**src/rtl/pcie_trans_pkg.sv**
```systemverilog
// Shared types and defaults for the PCIe transaction router.
// Holds FSM encodings and the destination-field helper.
package pcie_trans_pkg;

  localparam int DEF_WIDTH     = 8;
  localparam int DEF_DEST_BITS = 2;
  localparam int DEF_DEPTH     = 8;
  localparam int DEF_LENGTH    = 4;

  typedef enum logic [3:0] {
    ST_RESET  = 4'd0,
    ST_INIT   = 4'd1,
    ST_IDLE   = 4'd2,
    ST_ACTIVE = 4'd3,
    ST_ERROR  = 4'd4
  } state_t;

  // Destination lives in the top DEST_BITS of the word.
  function automatic int unsigned dest_of(
    input logic [63:0] word,
    input int unsigned width,
    input int unsigned dbits
  );
    logic [63:0] sh;
    logic [63:0] mask;
    sh   = word >> (width - dbits);
    mask = (64'd1 << dbits) - 64'd1;
    return int'(sh & mask);
  endfunction

endpackage

```
**src/rtl/fifo_sync.sv**
```systemverilog
// Synchronous FIFO with occupancy count and error pulses.
// Push while full is accepted only if a pop frees a slot.
module fifo_sync
  import pcie_trans_pkg::*;
#(
  parameter int WIDTH  = DEF_WIDTH,
  parameter int DEPTH  = DEF_DEPTH,
  parameter int LENGTH = DEF_LENGTH
) (
  input  logic              clk,
  input  logic              reset,
  input  logic              push,
  input  logic              pop,
  input  logic [WIDTH-1:0]  data_in,
  output logic [WIDTH-1:0]  data_out,
  output logic [LENGTH-1:0] count,
  output logic              empty,
  output logic              full,
  output logic              overflow,
  output logic              underflow
);

  localparam int AW = $clog2(DEPTH);

  logic [WIDTH-1:0] mem [DEPTH];
  logic [AW-1:0]    wr_ptr;
  logic [AW-1:0]    rd_ptr;
  logic             do_push;
  logic             do_pop;

  assign empty     = (count == '0);
  assign full      = (count == LENGTH'(DEPTH));
  assign do_pop    = pop && !empty;
  assign do_push   = push && (!full || do_pop);
  assign overflow  = push && full && !do_pop;
  assign underflow = pop && empty;
  assign data_out  = mem[rd_ptr];

  // Storage array; reset only clears bookkeeping.
  always_ff @(posedge clk) begin
    if (do_push) mem[wr_ptr] <= data_in;
  end

  // Pointer and occupancy bookkeeping.
  always_ff @(posedge clk) begin
    if (!reset) begin
      wr_ptr <= '0;
      rd_ptr <= '0;
      count  <= '0;
    end else begin
      if (do_push) wr_ptr <= wr_ptr + 1'b1;
      if (do_pop)  rd_ptr <= rd_ptr + 1'b1;
      if (do_push && !do_pop)
        count <= count + 1'b1;
      else if (do_pop && !do_push)
        count <= count - 1'b1;
    end
  end

endmodule

```
**src/rtl/pcie_trans_nch.sv**
```systemverilog
// PCIe transaction router: one main FIFO feeding N dests.
// Holds the supervisory FSM, router and threshold latches.
module pcie_trans_nch
  import pcie_trans_pkg::*;
#(
  parameter int WIDTH     = DEF_WIDTH,
  parameter int DEST_BITS = DEF_DEST_BITS,
  parameter int DEPTH     = DEF_DEPTH,
  parameter int LENGTH    = DEF_LENGTH,
  localparam int NUM_DEST = 2 ** DEST_BITS
) (
  input  logic                      clk,
  input  logic                      reset,
  input  logic                      init,
  input  logic [WIDTH-1:0]          data_in,
  input  logic                      push,
  input  logic [NUM_DEST-1:0]       pop,
  input  logic [LENGTH-1:0]         umbral_main,
  input  logic [LENGTH-1:0]         umbral_dest,
  output logic [NUM_DEST*WIDTH-1:0] data_out,
  output logic [NUM_DEST-1:0]       can_pop,
  output logic                      main_pause,
  output logic                      error_out,
  output logic                      idle_out,
  output logic [3:0]                state,
  output logic [3:0]                next_state
);

  state_t st;
  state_t nst;

  logic [LENGTH-1:0] th_main;
  logic [LENGTH-1:0] th_dest;
  logic              op;

  logic [WIDTH-1:0]  m_head;
  logic [LENGTH-1:0] m_count;
  logic              m_empty;
  logic              m_full;
  logic              m_ovf;
  logic              m_unf;
  logic              m_push;

  logic [DEST_BITS-1:0] head_dest;
  logic                 xfer;

  logic [WIDTH-1:0]    d_head  [NUM_DEST];
  logic [LENGTH-1:0]   d_count [NUM_DEST];
  logic [WIDTH-1:0]    dout    [NUM_DEST];
  logic [NUM_DEST-1:0] d_empty;
  logic [NUM_DEST-1:0] d_full;
  logic [NUM_DEST-1:0] d_ovf;
  logic [NUM_DEST-1:0] d_unf;
  logic [NUM_DEST-1:0] d_push;
  logic [NUM_DEST-1:0] d_pop;

  logic err_evt;
  logic any_ne;
  logic unused;

  assign op = (st == ST_IDLE) || (st == ST_ACTIVE)
           || (st == ST_ERROR);

  assign m_push = push && op;
  assign d_pop  = pop & {NUM_DEST{op}};

  assign head_dest = DEST_BITS'(
    dest_of(64'(m_head), WIDTH, DEST_BITS));

  // Strict head-of-line: only the head may move.
  assign xfer = op && !m_empty
             && (d_count[head_dest] < th_dest);

  fifo_sync #(
    .WIDTH  (WIDTH),
    .DEPTH  (DEPTH),
    .LENGTH (LENGTH)
  ) u_main (
    .clk       (clk),
    .reset     (reset),
    .push      (m_push),
    .pop       (xfer),
    .data_in   (data_in),
    .data_out  (m_head),
    .count     (m_count),
    .empty     (m_empty),
    .full      (m_full),
    .overflow  (m_ovf),
    .underflow (m_unf)
  );

  for (genvar g = 0; g < NUM_DEST; g++) begin : g_dest
    assign d_push[g] = xfer
      && (head_dest == DEST_BITS'(g));

    fifo_sync #(
      .WIDTH  (WIDTH),
      .DEPTH  (DEPTH),
      .LENGTH (LENGTH)
    ) u_dest (
      .clk       (clk),
      .reset     (reset),
      .push      (d_push[g]),
      .pop       (d_pop[g]),
      .data_in   (m_head),
      .data_out  (d_head[g]),
      .count     (d_count[g]),
      .empty     (d_empty[g]),
      .full      (d_full[g]),
      .overflow  (d_ovf[g]),
      .underflow (d_unf[g])
    );

    assign data_out[g*WIDTH +: WIDTH] = dout[g];
  end

  // Popped words are registered per destination.
  always_ff @(posedge clk) begin
    if (!reset) begin
      for (int i = 0; i < NUM_DEST; i++)
        dout[i] <= '0;
    end else begin
      for (int i = 0; i < NUM_DEST; i++)
        if (d_pop[i] && !d_empty[i])
          dout[i] <= d_head[i];
    end
  end

  // Thresholds follow the inputs while init is held in INIT.
  always_ff @(posedge clk) begin
    if (!reset) begin
      th_main <= '0;
      th_dest <= '0;
    end else if (st == ST_INIT && init) begin
      th_main <= umbral_main;
      th_dest <= umbral_dest;
    end
  end

  assign err_evt = m_ovf || m_unf || (|d_ovf) || (|d_unf);
  assign any_ne  = !m_empty || !(&d_empty);

  // State register.
  always_ff @(posedge clk) begin
    if (!reset) st <= ST_RESET;
    else        st <= nst;
  end

  // Next-state logic; ERROR holds until reset.
  always_comb begin
    nst = st;
    unique case (st)
      ST_RESET: nst = ST_INIT;
      ST_INIT:  if (!init) nst = ST_IDLE;
      ST_IDLE, ST_ACTIVE: begin
        if (err_evt)     nst = ST_ERROR;
        else if (any_ne) nst = ST_ACTIVE;
        else             nst = ST_IDLE;
      end
      ST_ERROR: nst = ST_ERROR;
      default:  nst = ST_RESET;
    endcase
  end

  assign state      = st;
  assign next_state = nst;
  assign can_pop    = ~d_empty;
  assign main_pause = op && (m_count >= th_main);
  assign error_out  = (st == ST_ERROR);
  assign idle_out   = (st == ST_IDLE);

  assign unused = &{1'b0, m_full, d_full};

endmodule

```
**config.mk**
```make
export PLATFORM = sky130hd
export DESIGN_NAME = pcie_trans_nch
export DESIGN_NICKNAME = d
export VERILOG_FILES = /design/src/rtl/pcie_trans_pkg.sv /design/src/rtl/fifo_sync.sv /design/src/rtl/pcie_trans_nch.sv
export SDC_FILE = /design/constraint.sdc
export NUM_CORES = 1
export LEC_CHECK = 0
export CAP_MARGIN = 0
export CORE_UTILIZATION = 60
export CTS_BUF_LIST = sky130_fd_sc_hd__clkbuf_4 sky130_fd_sc_hd__clkbuf_8 sky130_fd_sc_hd__clkbuf_16
export CTS_CLUSTER_SIZE = 8
export DETAILED_ROUTE_END_ITERATION = 7
export GPL_TIMING_DRIVEN = 0
export PLACE_DENSITY = 0.79
export SLEW_MARGIN = 5
export SYNTH_ARGS = -nofsm -noshare
export SYNTH_HDL_FRONTEND = slang
export SYNTH_SLANG_ARGS = --single-unit
```
**constraint.sdc**
```tcl
create_clock -name clk -period 6.2 [get_ports clk]
set_input_delay 0.93 -clock clk [delete_from_list [all_inputs] [get_ports clk]]
set_output_delay 0.93 -clock clk [all_outputs]
set_load 0.02 [all_outputs]
```
==> results of run 1 <==
-- cell usage in the layout, fill, tap and decap left out, types with 10 or more instances in the layout --
cell and n:
nand2_1 47, ha_1 32, mux4_2 79, a21boi_0 10, inv_1 31, clkbuf_1 25
dfxtp_1 76, edfxtp_1 352, o21ai_0 23, clkbuf_16 60, clkbuf_4 48, nor2_1 43
clkdlybuf4s50_1 68, buf_4 20, nor2b_1 19, nor3_1 11, and2_1 31, xnor2_1 28
buf_1 16, mux2i_1 55
-- final timing paths --
| path | from | endpoint | slack [ns] |
|---|---|---|---|
| max | flop | next_state[2] | 0.21 |
| max reg2reg | flop | g_dest[1].u_dest.count[3] | 0.71 |
| min | g_dest[3].u_dest.rd_ptr[1] | g_dest[3].u_dest.rd_ptr[1] | 0.50 |
| min reg2reg | g_dest[3].u_dest.rd_ptr[1] | g_dest[3].u_dest.rd_ptr[1] | 0.50 |
-- stage by stage --
step,power [mW],cell area [sq um]
after global routing,6.53,20800
after floorplan,3.21,17500
after CTS,6.41,20800
after global placement,3.26,18600
after detailed placement,3.26,18800
final,6.38,20800
-- layout make-up --
cell class | count | share of cell area
Clock buffer | 108 | 0.0894
Tap cell | 384 | 0.0231
Buffer | 49 | 0.0102
Sequential cell | 429 | 0.582
Timing Repair Buffer | 86 | 0.0392
Clock inverter | 3 | 0.00264
Multi-Input combinational cell | 513 | 0.247
Inverter | 33 | 0.00619
-- kinds of logic (layout without fill, tap and decap cells) --
logic type,Yosys count,after routing,synth area share
xor gates and xnor gates,28,28,0.0141
DFF,429,429,0.694
adders and majority gates,37,37,0.0287
muxes,143,143,0.140
buffers and inverters,83,279,0.0194
other,1,2,0.000215
and+or+nand+nor,224,224,0.0715
AOI/OAI and AO/OA,79,79,0.0321
-- metal layers --
layer  up-vias  wire (um)  GRT usage
li1       4275          -          -
met1      4767      14400      0.318
met2       344      17500      0.403
met3        61       2130     0.0462
met4         0        841     0.0804
met5         -          0          0
-- tightest hold or removal path: stages (launching register included) --
cell and delay [ns]:
dfxtp_1 0.31, nand2_1 0.05, a21boi_0 0.09
-- sequential cells by signal, summed over array words and instances (netlist names), 12 cells and up, named ones only --
signal / flops
g_dest.u_dest.mem: 256
u_main.mem: 64
dout: 32
g_dest.u_dest.count: 16
g_dest.u_dest.rd_ptr: 12
g_dest.u_dest.wr_ptr: 12
-- power groups by stage --
| stage | Clock, mW | Combinational [mW] | Sequential [mW] |
|---|---|---|---|
| 2_1_floorplan | 0 | 0.0326 | 3.17 |
| 3_3_place_gp | 0 | 0.0942 | 3.16 |
| 3_5_place_dp | 0 | 0.0961 | 3.16 |
| 4_1_cts | 3.21 | 0.0969 | 3.11 |
| 5_1_grt | 3.32 | 0.103 | 3.10 |
| 6_report | 3.18 | 0.0971 | 3.11 |
-- timing repair --
| item | in CTS | in global routing |
|---|---|---|
| endpoints found under the setup margin | 3 | 3 |
| setup buffers | 2 | 0 |
| endpoints found under the hold margin | 0 | 0 |
| gates resized for setup | 1 | 3 |
| pin swaps | 1 | 0 |
==> flow_metrics.tcl, run 1 <==
set metrics [dict create \
    status "finished clean" \
    clkSinkCount 429 \
    fp.coreArea_sq_um 28600 \
    post-dp-hpwl_um 21200 \
    yosysSeqAreaShare 0.694 \
    fill_cells 1695 \
    grt_pass1_wl_um 54600 \
    io_pins 71 \
    initial_core_util 0.610 \
    synth.most_common_cell "edfxtp_1" \
    antenna_cells 0 \
    fmax_mhz 167 \
    final_nets 1232 \
    instances_no_fill 1605 \
    num_vias 9447 \
    yosys.area.top_type "edfxtp_1" \
    hold_path_class "reg -> reg" \
    dr.pass1.iters 5 \
    cts_tree "yes" \
    cp-end-kind "output pin" \
    crit_buf_inv 3 \
    detail_route.vias_per_cell 5.89 \
    power_frac_clock 0.498 \
    syn2layout_area_growth_pct 19.3 \
    crit_path_max_fanout 40 \
    skew_ns 0.0245 \
    yosys_register_bits 429 \
    num_rows 62 \
    netlist_top_cells_count "352 x edfxtp_1, 79 x mux4_2, 77 x dfxtp_1" \
    crit_chain "buf_6, mux4_2, mux2i_4, inv_6, and2_1, a211oi_1, a21oi_1, ha_1, nand3_1, or3b_2, o221ai_2, or2_1, clkdlybuf4s50_1" \
    grt_max_degree 41 \
    syn_inst 1024 \
    drive_gt1_frac 0.216 \
    post-place-ws_ns 0.0270 \
    hold_violations 0 \
    die_h_um 173 \
    p_comb_frac 0.015 \
    grt_setup_unrepaired "false" \
    tightestPinTransition_ns 1.30 \
    fin_worst_hold_slack_ns 0.504 \
    drc 0 \
    synth_top_area_frac 0.606 \
    max_slew_margin 0.128 \
    fin_util 0.727 \
    routed_wl_um 34900 \
    crit_family "simple AND/OR/NAND/NOR gates" \
    synthArstFlopShare 0 \
    p_sw_mw 1.22 \
    portBuffers 68 \
    fin_crit_sh 0.966 \
    avgSynthCellArea_sq_um 17.0 \
    cts_max_level 2 \
    crit_slowest_cell "clkdlybuf4s50_1" \
    rr_worst_depth 22 \
    insertion_delay_ns 0.58 \
    cts_buffer_depth 3 \
    whs_path_depth 2 \
    cp-start-kind "flop" \
    multi_input_area_sq_um 5150 \
    final_max_slew_viol_count 0 \
    routabilityCongestion 0.842 \
    setup_tns_ns 0 \
    synth_edf_count 352 \
    dieArea_sq_um 29800 \
    grt_usage 0.240 \
    powerDensity_nw_per_um2 307 \
    cts_made_buffers 59 \
    drt_iter0_markers 680 \
    yosysUniqueCellTypes 63 \
    required_ns 5.27 \
    finalSetupViolations 0 \
    arrival_ns 5.06 \
    wl_per_cell_um 21.7 \
    vdd_drop_max_uv 251 \
    first_global_vias 9833 \
    placed_cells 1493 \
    min_period_ns 5.99 \
    netlist_top_cells_area "edfxtp_1 61%, mux4_2 10%, dfxtp_1 8.8%" \
    crit_type "reg -> out" \
    synth-warning-count 0 \
    timing.final.ws_setup_ns 0.213 \
    dieWidth_um 173 \
    p_int_mw 5.16 \
    path_clk_slew_ns 0.05 \
    postRouteAntennaNets 0 \
    antenna_found_initial 0 \
    grt_overflow 0 \
    p_seq_frac 0.487 \
    cpPeakStageDelay_ns 0.60 \
    root_buffer "clkbuf_16" \
    swShare 0.191 \
    cp.depth 13 \
    final-seq-area_sq_um 12100 \
    netlist_area_sq_um 17500 \
    synth_top_flop_cell "edfxtp_1" \
    cts-hold-fix-buffers 0 \
    power.leakage_nw 6.91 \
    maxCapViolations 0 \
]
No activity file was read; power rests on OpenSTA's default activity.
==> run 2, diff against run 1 <==
Settings changed: ABC_CLOCK_PERIOD_IN_PS set to 6200, CORE_ASPECT_RATIO set to 1.25.
==> run 2 against run 1 <==
Setup slack improved by 0.21 ns. Clock power barely moved. Highest routed layer unchanged. Cell count fell by 2.0%. Critical endpoint unchanged. Largest power group unchanged.
==> flow_metrics.tcl, run 2 (same netlist as run 1, synthesis figures left out) <==
set metrics [dict create \
    status "finished clean" \
    cts_buffer_depth 3 \
    grt_setup_unrepaired "false" \
    required_ns 5.27 \
    die_h_um 193 \
    min_period_ns 5.78 \
    num_vias 9353 \
    hold_violations 0 \
    cts_tree "yes" \
    final_max_slew_viol_count 0 \
    drive_gt1_frac 0.213 \
    fin_crit_sh 0.932 \
    rrSetupSlack_ns 0.83 \
    hold_path_class "reg -> reg" \
    fin_util 0.728 \
    postRouteAntennaNets 0 \
    drc 0 \
    antenna_cells 0 \
    grt_overflow 0 \
    syn2layout_area_growth_pct 18.8 \
    fmax_mhz 173 \
    largest-register "g_dest.u_dest.mem" \
    grt_usage 0.237 \
    root_buffer "clkbuf_16" \
    routabilityCongestion 0.816 \
    vdd_drop_max_uv 272 \
    rr_worst_depth 21 \
    drt_iter0_markers 616 \
    detail_route.vias_per_cell 5.95 \
    io_pins 71 \
    max_slew_margin 0.113 \
    tightestPinTransition_ns 1.32 \
    insertion_delay_ns 0.58 \
    antenna_found_initial 0 \
    wl_per_cell_um 21.6 \
    largest_reg_flops 256 \
    cts_made_buffers 59 \
    finalSetupViolations 0 \
    dr.pass1.iters 5 \
    cts_max_level 2 \
    cp-end-kind "output pin" \
    dieArea_sq_um 29800 \
    powerDensity_nw_per_um2 306 \
    power.leakage_nw 6.88 \
    reg_top3 "g_dest.u_dest.mem x256, u_main.mem x64, dout x32" \
    first_global_vias 9663 \
    arrival_ns 4.85 \
    crit_type "reg -> out" \
    grt_pass1_wl_um 52400 \
    final_nets 1230 \
    crit_path_max_fanout 40 \
    clkSinkCount 429 \
    skew_ns 0.0219 \
    initial_core_util 0.613 \
    endpoint "next_state[2]" \
    final_cell_mix "352 x edfxtp_1, 79 x mux4_2, 76 x dfxtp_1" \
    cp-start-kind "flop" \
    portBuffers 68 \
    routed_wl_um 34000 \
    maxCapViolations 0 \
    layout_commonest_cell "edfxtp_1" \
    grt_max_degree 41 \
    dieWidth_um 155 \
    num_rows 69 \
    total_power_mw 6.35 \
    r2r-end "g_dest[2].u_dest.count[3]" \
    fp.coreArea_sq_um 28500 \
    path_clk_slew_ns 0.05 \
    post-dp-hpwl_um 20900 \
    cts-hold-fix-buffers 0 \
]
==> run 2: how the worst min path moves through the flow <==
stage / slack (ns) / cells after the start / endpoint / start
after floorplan: 0.47 / 2 / flop / g_dest[3].u_dest.rd_ptr[1]
after global placement: 0.48 / 2 / g_dest[1].u_dest.rd_ptr[1] / g_dest[1].u_dest.rd_ptr[1]
after detailed placement: 0.50 / 2 / g_dest[1].u_dest.rd_ptr[1] / g_dest[1].u_dest.rd_ptr[1]
after CTS: 0.52 / 2 / g_dest[2].u_dest.rd_ptr[1] / g_dest[2].u_dest.rd_ptr[1]
after global routing: 0.55 / 2 / g_dest[2].u_dest.rd_ptr[1] / g_dest[2].u_dest.rd_ptr[1]
final: 0.52 / 2 / g_dest[2].u_dest.rd_ptr[1] / g_dest[2].u_dest.rd_ptr[1]
==> run 2: worst max-delay path, cell delays in order, from the launching register on <==
cell,delay [ns]
dfxtp_1,0.33
buf_6,0.16
mux4_2,0.55
mux2i_4,0.25
inv_6,0.19
and2_1,0.21
a211oi_1,0.21
a21oi_1,0.10
ha_1,0.32
a21o_1,0.20
a2111oi_4,0.44
o21ai_4,0.19
o221ai_2,0.35
or2_1,0.15
clkdlybuf4s50_1,0.60
==> run 2: layout make-up <==
cell class,count,area (sq um)
Sequential cell,429,12100
Clock buffer,107,1850
Tap cell,355,444
Multi-Input combinational cell,513,5150
Clock inverter,3,30.0
Inverter,33,129
Timing Repair Buffer,84,801
Fill cell,1684,7760
Buffer,49,211
==> run 2: metrics by stage <==
| stage | worst slack, ns | std cells | hold WS, ns | area [sq um] | TNS [ns] |
|---|---|---|---|---|---|
| after global routing | 0.207 | 1573 | 0.549 | 20700 | 0 |
| final | 0.419 | 1573 | 0.515 | 20700 | 0 |
| after detailed placement | 0.0356 | 1462 | 0.497 | 18800 | 0 |
| after floorplan | 1.38 | 1025 | 0.467 | 17500 | 0 |
| after CTS | 0.109 | 1572 | 0.518 | 20700 | 0 |
| after global placement | -0.138 | 1448 | 0.483 | 18600 | -1.51 |
==> run 2: what timing repair did <==
| item | CTS | global route |
|---|---|---|
| setup buffers | 1 | 1 |
| endpoints found under the setup margin | 11 | 3 |
| pin swaps | 1 | 0 |
| resized for setup | 3 | 3 |
| gates cloned | 0 | 0 |
| hold endpoints to repair | 0 | 0 |
==> run 2: power by group <==
part / switching, mW / total (mW) / internal, mW
clock: 1.14 / 3.15 / 2.00
combinational: 0.0558 / 0.0972 / 0.0413
sequential: 0.00497 / 3.11 / 3.10
==> run 2: routing by layer <==
| metal | GRT usage | wire length (um) | vias to the layer above |
|---|---|---|---|
| met1 | 0.295 | 13600 | 4677 |
| met4 | 0.115 | 1260 | 0 |
| met2 | 0.409 | 17300 | 327 |
| met3 | 0.0371 | 1770 | 88 |
| li1 | - | - | 4261 |
| met5 | 0 | 0 | - |
